$ cat config.mk
export PLATFORM = sky130hd
export DESIGN_NAME = attractor_sweeper
export DESIGN_NICKNAME = d
export VERILOG_FILES = /design/src/rtl/attractor_sweeper.sv
export SDC_FILE = /design/constraint.sdc
export NUM_CORES = 1
export LEC_CHECK = 0
export ABC_CLOCK_PERIOD_IN_PS = 3100
export CAP_MARGIN = 40
export CORE_ASPECT_RATIO = 0.9
export CORE_MARGIN = 10
export CORE_UTILIZATION = 52
export DETAILED_ROUTE_END_ITERATION = 10
export PLACE_DENSITY = 0.8
export SLEW_MARGIN = 20
export SYNTH_ARGS = -nofsm -noshare
export SYNTH_HDL_FRONTEND = slang
export SYNTH_SLANG_ARGS = --single-unit
export TNS_END_PERCENT = 100
$ cat constraint.sdc
create_clock -name clk -period 3.1 [get_ports clk]
set_input_delay 0.93 -clock clk [delete_from_list [all_inputs] [get_ports clk]]
set_output_delay 0.93 -clock clk [all_outputs]
set_load 0.005 [all_outputs]
$ cat src/rtl/attractor_sweeper.sv
// Walks every seed from FIRST_SEED to 8'hFF through gene_net, classifies each
// trajectory as FIXED / CYCLE / TIMEOUT and streams one record per seed.
module attractor_sweeper #(
  parameter int unsigned MAX_STEPS  = 256,
  parameter logic [7:0]  FIRST_SEED = 8'h00
) (
  input  logic       clk,
  input  logic       reset,
  input  logic       start,
  output logic [0:7] status,
  input  logic [0:7] next_status,
  input  logic       is_fixed,
  input  logic       is_cycle,
  output logic       chk_reset,
  output logic       result_valid,
  input  logic       result_ready,
  output logic [0:7] result_seed,
  output logic [1:0] result_class,
  output logic [8:0] result_steps,
  output logic [8:0] fixed_count,
  output logic [8:0] cycle_count,
  output logic [8:0] timeout_count,
  output logic       busy,
  output logic       done
);

  typedef enum logic [2:0] {
    ST_IDLE,
    ST_LOAD,
    ST_RUN,
    ST_REPORT,
    ST_DONE
  } state_t;

  localparam logic [8:0] LAST_STEP   = 9'(MAX_STEPS - 1);
  localparam logic [1:0] CLS_FIXED   = 2'b01;
  localparam logic [1:0] CLS_CYCLE   = 2'b10;
  localparam logic [1:0] CLS_TIMEOUT = 2'b11;

  state_t     state;
  state_t     state_next;
  logic [7:0] seed;
  logic [8:0] step;
  logic       classify;
  logic [1:0] class_next;
  logic       handshake;

  function automatic logic [8:0] sat_inc(input logic [8:0] v);
    return (v == 9'h1FF) ? v : v + 9'd1;
  endfunction

  always_ff @(posedge clk) begin
    if (!reset) state <= ST_IDLE;
    else        state <= state_next;
  end

  // Step 0 is skipped: the checkers are only just leaving reset on that cycle.
  always_comb begin
    classify   = 1'b0;
    class_next = CLS_TIMEOUT;
    if (state == ST_RUN && step != 9'd0) begin
      if (is_fixed) begin
        classify   = 1'b1;
        class_next = CLS_FIXED;
      end else if (is_cycle) begin
        classify   = 1'b1;
        class_next = CLS_CYCLE;
      end else if (step == LAST_STEP) begin
        classify   = 1'b1;
        class_next = CLS_TIMEOUT;
      end
    end
  end

  always_comb begin
    state_next = state;
    case (state)
      ST_IDLE, ST_DONE: if (start) state_next = ST_LOAD;
      ST_LOAD:          state_next = ST_RUN;
      ST_RUN:           if (classify) state_next = ST_REPORT;
      ST_REPORT:        if (result_ready) state_next = (seed == 8'hFF) ? ST_DONE : ST_LOAD;
      default:          state_next = ST_IDLE;
    endcase
  end

  always_comb begin
    chk_reset    = (state == ST_IDLE) || (state == ST_LOAD) || (state == ST_DONE);
    result_valid = (state == ST_REPORT);
    busy         = (state == ST_LOAD) || (state == ST_RUN) || (state == ST_REPORT);
    done         = (state == ST_DONE);
  end

  assign handshake = result_valid && result_ready;

  // Status is frozen on the classifying edge so it stays stable through REPORT.
  always_ff @(posedge clk) begin
    if (!reset) begin
      seed          <= 8'h00;
      step          <= 9'd0;
      status        <= 8'h00;
      result_seed   <= 8'h00;
      result_class  <= 2'b00;
      result_steps  <= 9'd0;
      fixed_count   <= 9'd0;
      cycle_count   <= 9'd0;
      timeout_count <= 9'd0;
    end else begin
      case (state)
        ST_IDLE, ST_DONE: begin
          if (start) begin
            seed          <= FIRST_SEED;
            fixed_count   <= 9'd0;
            cycle_count   <= 9'd0;
            timeout_count <= 9'd0;
          end
        end
        ST_LOAD: begin
          status <= seed;
          step   <= 9'd0;
        end
        ST_RUN: begin
          if (classify) begin
            result_seed  <= seed;
            result_class <= class_next;
            result_steps <= step + 9'd1;
          end else begin
            status <= next_status;
            step   <= step + 9'd1;
          end
        end
        ST_REPORT: begin
          if (handshake) begin
            case (result_class)
              CLS_FIXED:   fixed_count   <= sat_inc(fixed_count);
              CLS_CYCLE:   cycle_count   <= sat_inc(cycle_count);
              CLS_TIMEOUT: timeout_count <= sat_inc(timeout_count);
              default:     ;
            endcase
            if (seed != 8'hFF) seed <= seed + 8'd1;
          end
        end
        default: ;
      endcase
    end
  end

endmodule
==> flow_summary_export.csv, run 1 <==
group,metric,value,unit
detailed_routing,route.antenna.remaining_nets,0,
final_layout,register_area,1481,um^2
global_route,antenna_found_initial,0,
floorplan,fp.dieH,99.96,um
floorplan,row_count,29,
detailed_routing,remaining_drc_errors,0,
logic_synthesis,synth_nets,437,
place,gp_congestion,0.8951,
detailed_routing,first_iter_violations,149,
hold_path,hold_path_depth,2,
job,maxCapViolations,0,
logic_synthesis,netlist_area,3694,um^2
global_route,grt_pass1_wl,15.86,mm
detailed_routing,first_pass_iters,4,
worst_setup_path,r2r_end,"status[1]$_SDFFE_PN0P_",
place,port_buffers,71,
logic_synthesis,ys_warn_count,0,
logic_synthesis,synth_cell_types,57,
timing,fin_crit,2.780,ns
logic_synthesis,ys_seq_area_frac,0.4011,
final_layout,diodes,0,
logic_synthesis,yosys-top-cells-area,"dfxtp_1, mux2i_1, nand2_1",
detailed_routing,vias_per_cell,5.799,
global_route,grt_overflow,0,
logic_synthesis,ys_top_cells_by_count,"dfxtp_1, nand2_1, nor2_1",
global_route,grt_max_degree,29,
final_layout,fill_cells,561,
logic_synthesis,yosys.area.top_type,"dfxtp_1",
power,power.total,0.002552,W
final_layout,syn_to_final_growth,28.05,%
power,powerDensity,539.6,nW/um^2
logic_synthesis,synth_top_area_frac,0.4011,
clock_network,clk_pin_slew,0.08,ns
clock_network,cts_buffer_depth,2,
final_layout,multi_input_area,1994,um^2
worst_setup_path,worstPathArrival,1.85,ns
timing,clock.fmax,0.3597,GHz
worst_setup_path,rrSetupSlack,0.33,ns
worst_setup_path,cp_max_fo,10,
timing,fin_worst_skew,0.01050,ns
detailed_routing,wl_per_cell,16.80,um
clock_network,numCtsBuffers,9,
worst_setup_path,required,2.17,ns
clock_network,clock_sinks,74,
global_route,track_usage,0.1763,
timing,tightest_slew,0.7233,ns
floorplan,initial_utilization,0.5302,
timing,hold_viol_final,0,
timing,slew_headroom,0.5178,
worst_setup_path,worstRegToRegCells,10,
place,place_hpwl,7.174,mm
timing,period_share,0.8967,
final_layout,drive_above_1_share,0.1127,
final_layout,final_nets,507,
detailed_routing,num_vias,3369,
status,status,"finished clean",
clock_network,cts_tree,"yes",
worst_setup_path,endpoint_kind,"primary output",
timing,rsz0062_at_grt,"false",
timing,maxSlewViolCount,0,
power,vdd.ir_drop.worst,0.0003394,V
floorplan,die-area,10880,um^2
clock_network,cts_root_buf,"clkbuf_8",
detailed_routing,routed_wl,9.760,mm
logic_synthesis,async_flop_share,0,
floorplan,core,6967,um^2
hold_path,hold_path_end,"result_steps[0]$_SDFFE_PN0P_",
clock_network,cts_max_level,3,
floorplan,io_pins,72,
logic_synthesis,synthCells,413,
clock_network,hold_buffers,0,
worst_setup_path,r2r-start,"step[0]$_SDFFE_PN0P_",
logic_synthesis,synth.most_common_cell,"dfxtp_1",
logic_synthesis,synth_edf_count,0,
hold_path,hp-class,"reg2reg",
global_route,grt_pass1_vias,3186,
floorplan,die_w,108.8,um
logic_synthesis,synth_seq_cells,74,
worst_setup_path,start_kind,"register",
clock_network,clk_latency,0.34,ns
timing,timing.setup.tns,0,ns
power,p_leak,1.592,nW
timing,finalSetupViolCount,0,
logic_synthesis,postSynthAreaPerCell,8.943,um^2
hold_path,hp-start,"result_steps[0]$_SDFFE_PN0P_",
logic_synthesis,synth_ff_type,"dfxtp_1",
worst_setup_path,worstSetupPathType,"reg2out",
placed cells by master, fill, tap and decap left out, types with 4 or more instances in the layout:
cell and count:
clkbuf_8 11, or3_1 19, dfxtp_1 74, nand4_1 6, o221ai_2 5, or2_2 5, inv_1 14, and2_1 4
mux2i_1 20, xnor2_1 9, nor3_1 12, o21ai_0 17, nand3_1 15, nand2_1 40, a311oi_1 11, ha_1 10
a21oi_1 28, buf_4 11, and3_1 5, a211oi_2 7, nor2_1 39, clkdlybuf4s50_1 71
stage by stage:
| stage | instance area, um^2 | cells | setup slack [ns] | utilization | hold WS, ns |
|---|---|---|---|---|---|
| 2_1_floorplan | 3694 | 413 | 0.6708 | - | 0.4686 |
| 3_3_place_gp | 4476 | 565 | 0.3431 | 0.6424 | 0.4763 |
| 3_5_place_dp | 4476 | 565 | 0.2959 | 0.6424 | 0.4844 |
| 4_1_cts | 4727 | 581 | 0.3256 | 0.6785 | 0.5063 |
| 5_1_grt | 4730 | 581 | 0.1246 | 0.6789 | 0.5248 |
| 6_report | 4730 | 581 | 0.3201 | 0.6789 | 0.4982 |
power by group:
| part | total [W] | internal [W] | switching [W] |
|---|---|---|---|
| clock | 0.000933 | 0.000576 | 0.000357 |
| sequential | 0.00106 | 0.00101 | 0.0000449 |
| combinational | 0.000564 | 0.000262 | 0.000301 |
| total | 0.00255 | 0.00185 | 0.000703 |
worst max path at each step:
stage                           from                   end  cells past startpoint
2_1_floorplan   step[0]$_SDFFE_PN0P_  step[6]$_SDFFE_PN0P_                     10
3_3_place_gp                is_fixed  step[3]$_SDFFE_PN0P_                      5
3_5_place_dp                is_fixed  step[3]$_SDFFE_PN0P_                      5
4_1_cts         step[0]$_SDFFE_PN0P_  step[4]$_SDFFE_PN0P_                      9
5_1_grt         step[0]$_SDFFE_PN0P_  step[4]$_SDFFE_PN0P_                      9
6_report       state[1]$_SDFFE_PN0P_          result_valid                      3
cells by family after synthesis:
group | after synthesis | share of synthesized area
buffers and inverters | 39 | 0.06165
XOR/XNOR | 11 | 0.02609
flip-flops | 74 | 0.4011
AND/OR/NAND/NOR | 161 | 0.2246
AO/OA/AOI/OAI | 98 | 0.1985
multiplexers | 20 | 0.05420
adder cells (fa/ha/maj) | 10 | 0.03388
worst max-delay path, cell delays in order, from the launching register on:
cell and delay, ns:
dfxtp_1 0.42, nand3b_2 0.28, inv_1 0.27, clkdlybuf4s50_1 0.55
routing by layer:
layer / wire, um / vias up / GRT usage
met5: 0 / - / 0
met4: 193 / 0 / 0.07295
met3: 815 / 15 / 0.05125
met2: 4345 / 118 / 0.2602
met1: 4405 / 1594 / 0.2344
li1: - / 1642 / -
layout make-up:
cell class,count,area share
Clock buffer,11,0.03201
Clock inverter,5,0.02116
Inverter,14,0.01111
Multi-Input combinational cell,300,0.4217
Sequential cell,74,0.3132
Tap cell,93,0.02460
Timing Repair Buffer,84,0.1762
what timing repair did:
item | 4_1_cts | 5_1_grt
resized for setup | 0 | 1
buffers inserted | 0 | 0
setup endpoints to repair | 0 | 1
state kept, by name, indices dropped and copies added, names as in the netlist:
| signal | cells |
|---|---|
| result_seed | 8 |
| fixed_count | 9 |
| result_steps | 9 |
| result_class | 2 |
| state | 3 |
| cycle_count | 9 |
| timeout_count | 9 |
| step | 9 |
| seed | 8 |
| status | 8 |
No activity file was read; power rests on OpenSTA's default activity.
==> run 2, diff against run 1 <==
--- a/config.mk
+++ b/config.mk
@@ -5,11 +5,13 @@
 export SDC_FILE = /design/constraint.sdc
 export NUM_CORES = 1
 export LEC_CHECK = 0
+export ABC_AREA = 1
 export ABC_CLOCK_PERIOD_IN_PS = 3100
 export CAP_MARGIN = 40
 export CORE_ASPECT_RATIO = 0.9
 export CORE_MARGIN = 10
 export CORE_UTILIZATION = 52
+export CTS_BUF_LIST = sky130_fd_sc_hd__clkbuf_4 sky130_fd_sc_hd__clkbuf_8
 export DETAILED_ROUTE_END_ITERATION = 10
 export PLACE_DENSITY = 0.8
 export SLEW_MARGIN = 20
==> run 2 against run 1 <==
Die area is 3.8% higher. Synthesized cell count grew 41%. Non-clock buffer count shrank 7. Critical endpoint is now chk_reset. Sequential cell count is the same. Power increased by 59%. Critical path depth rose by 2. Core utilization is 0.39 points lower. Sequential power increased by 28%. Clock skew fell by 0.0027 ns. Worst setup slack lost 0.026 ns. Largest power group is now combinational logic.
==> flow_summary_export.csv, run 2 <==
group,metric,value,unit
status,status,"finished clean",
logic_synthesis,ys_top_cells_by_count,"nand2_1, nor2_1, dfxtp_1",
logic_synthesis,synth.most_common_cell,"nand2_1",
floorplan,die-area,11290,um^2
worst_setup_path,worstRegToRegCells,12,
clock_network,cts_root_buf,"clkbuf_8",
detailed_routing,first_pass_iters,5,
logic_synthesis,yosys.area.top_type,"dfxtp_1",
timing,setup_ws,0.2944,ns
logic_synthesis,ys_seq_area_frac,0.3832,
timing,fin_crit,2.806,ns
logic_synthesis,synth_top_area_frac,0.3832,
global_route,grt_max_degree,33,
place,place_hpwl,7.647,mm
logic_synthesis,synth_seq_cells,74,
clock_network,hold_buffers,0,
clock_network,cts_setup_buffers,0,
final_layout,final_common_cell,"nand2_1",
detailed_routing,routed_wl,10.54,mm
job,maxCapViolations,0,
final_layout,drive_above_1_share,0.06260,
global_route,grt_overflow,0,
logic_synthesis,async_flop_share,0,
timing,timing.setup.tns,0,ns
hold_path,hp-start,"step[8]$_SDFFE_PN0P_",
timing,whs,0.4908,ns
hold_path,hold_path_depth,2,
worst_setup_path,endpoint_kind,"primary output",
power,p_leak,2.093,nW
global_route,antenna_found_initial,0,
worst_setup_path,cp_max_fo,4,
final_layout,layout_common_cells,"nand2_1, nor2_1, dfxtp_1",
worst_setup_path,crit_path_start,"state[0]$_SDFFE_PN0P_",
logic_synthesis,yosys-top-cells-area,"dfxtp_1, nand2_1, nor2_1",
worst_setup_path,start_kind,"register",
worst_setup_path,worstPathArrival,1.88,ns
final_layout,diodes,0,
floorplan,row_count,29,
power,powerDensity,840.1,nW/um^2
clock_network,clk_latency,0.35,ns
worst_setup_path,r2r-start,"step[3]$_SDFFE_PN0P_",
timing,clock.fmax,0.3564,GHz
global_route,grt_pass1_wl,17.62,mm
detailed_routing,wl_per_cell,14.09,um
detailed_routing,first_iter_violations,208,
timing,maxSlewViolCount,0,
logic_synthesis,synth_nets,606,
final_layout,fill_cells,639,
floorplan,core,7148,um^2
timing,rsz0062_at_grt,"false",
logic_synthesis,ys_warn_count,0,
final_layout,syn_to_final_growth,24.79,%
timing,fin_worst_skew,0.007829,ns
floorplan,fp.dieH,101.8,um
detailed_routing,vias_per_cell,5.194,
hold_path,hp-class,"reg2reg",
floorplan,io_pins,72,
logic_synthesis,netlist_area,3866,um^2
clock_network,numCtsBuffers,9,
worst_setup_path,required,2.17,ns
detailed_routing,route.antenna.remaining_nets,0,
worst_setup_path,r2r_end,"result_class[0]$_SDFFE_PN0P_",
clock_network,cts_tree,"yes",
final_layout,final_nets,675,
timing,hold_viol_final,0,
clock_network,cts_resized,0,
logic_synthesis,synthCells,582,
timing,finalSetupViolCount,0,
worst_setup_path,worstSetupPathType,"reg2out",
clock_network,cts_buffer_depth,2,
place,gp_congestion,0.8891,
global_route,track_usage,0.1842,
logic_synthesis,synth_ff_type,"dfxtp_1",
logic_synthesis,synth_edf_count,0,
timing,slew_headroom,0.5857,
floorplan,die_w,110.9,um
power,vdd.ir_drop.worst,0.0004814,V
logic_synthesis,postSynthAreaPerCell,6.643,um^2
hold_path,hold_path_end,"step[8]$_SDFFE_PN0P_",
clock_network,cts_max_level,3,
place,port_buffers,71,
power,power.total,0.004053,W
detailed_routing,num_vias,3885,
timing,period_share,0.9050,
final_layout,fin_util,0.6750,
clock_network,clock_sinks,74,
clock_network,clk_pin_slew,0.08,ns
place,dp_slack,0.5132,ns
floorplan,initial_utilization,0.5409,
timing,tightest_slew,0.6197,ns
logic_synthesis,synth_cell_types,24,
worst_setup_path,rrSetupSlack,0.88,ns
detailed_routing,remaining_drc_errors,0,
global_route,grt_pass1_vias,3776,
-- run 2: final cells by class --
class                           instances  area, um^2  share of cell area
Timing Repair Buffer                   77       755.7              0.1566
Clock buffer                           10       137.6             0.02853
Clock inverter                          5       78.83             0.01634
Multi-Input combinational cell        424        2011              0.4168
Tap cell                               93       116.4             0.02412
Sequential cell                        74        1481              0.3071
Inverter                               65       244.0             0.05057
-- run 2: logic make-up after synthesis --
| family | count (synthesis) | share of synthesized area |
|---|---|---|
| buf+inv | 84 | 0.09677 |
| flops | 74 | 0.3832 |
| simple gates | 331 | 0.3689 |
| xor+xnor | 10 | 0.02266 |
| compound gates | 73 | 0.09612 |
| fa+ha+maj | 10 | 0.03236 |
-- run 2: worst max-delay path, cell delays in order (launching register included) --
cell	delay, ns
dfxtp_1	0.37
inv_1	0.07
nor3_1	0.40
inv_2	0.07
nand2_1	0.11
clkdlybuf4s50_1	0.51
-- run 2: how the worst max path moves through the flow --
| stage | endpoint | slack [ns] | depth (start not counted) |
|---|---|---|---|
| detailed placement | result_class[0]$_SDFFE_PN0P_ | 0.51 | 10 |
| global placement | result_class[0]$_SDFFE_PN0P_ | 0.60 | 10 |
| CTS | chk_reset | 0.29 | 5 |
| finish | chk_reset | 0.29 | 5 |
| global route | chk_reset | 0.15 | 5 |
| floorplan | chk_reset | 1.12 | 5 |
-- run 2: per-layer routing --
layer  global-route usage  share of wire  vias up
met5                    0              0        -
met4              0.06000          0.011        0
met3              0.07388          0.084       11
met2               0.3175           0.48      121
met1               0.2050           0.42     1765
li1                     -              -     1988
-- run 2: metrics by stage --
stage / cell area [um^2] / std cells
3_3_place_gp: 4608 / 733
5_1_grt: 4825 / 748
6_report: 4825 / 748
4_1_cts: 4825 / 748
3_5_place_dp: 4608 / 733
2_1_floorplan: 3866 / 582
-- run 2: report_power, final --
group	switching (W)	internal [W]	total, W
Sequential	0.000194	0.00117	0.00136
Combinational	0.00110	0.000750	0.00185
Clock	0.000367	0.000469	0.000836
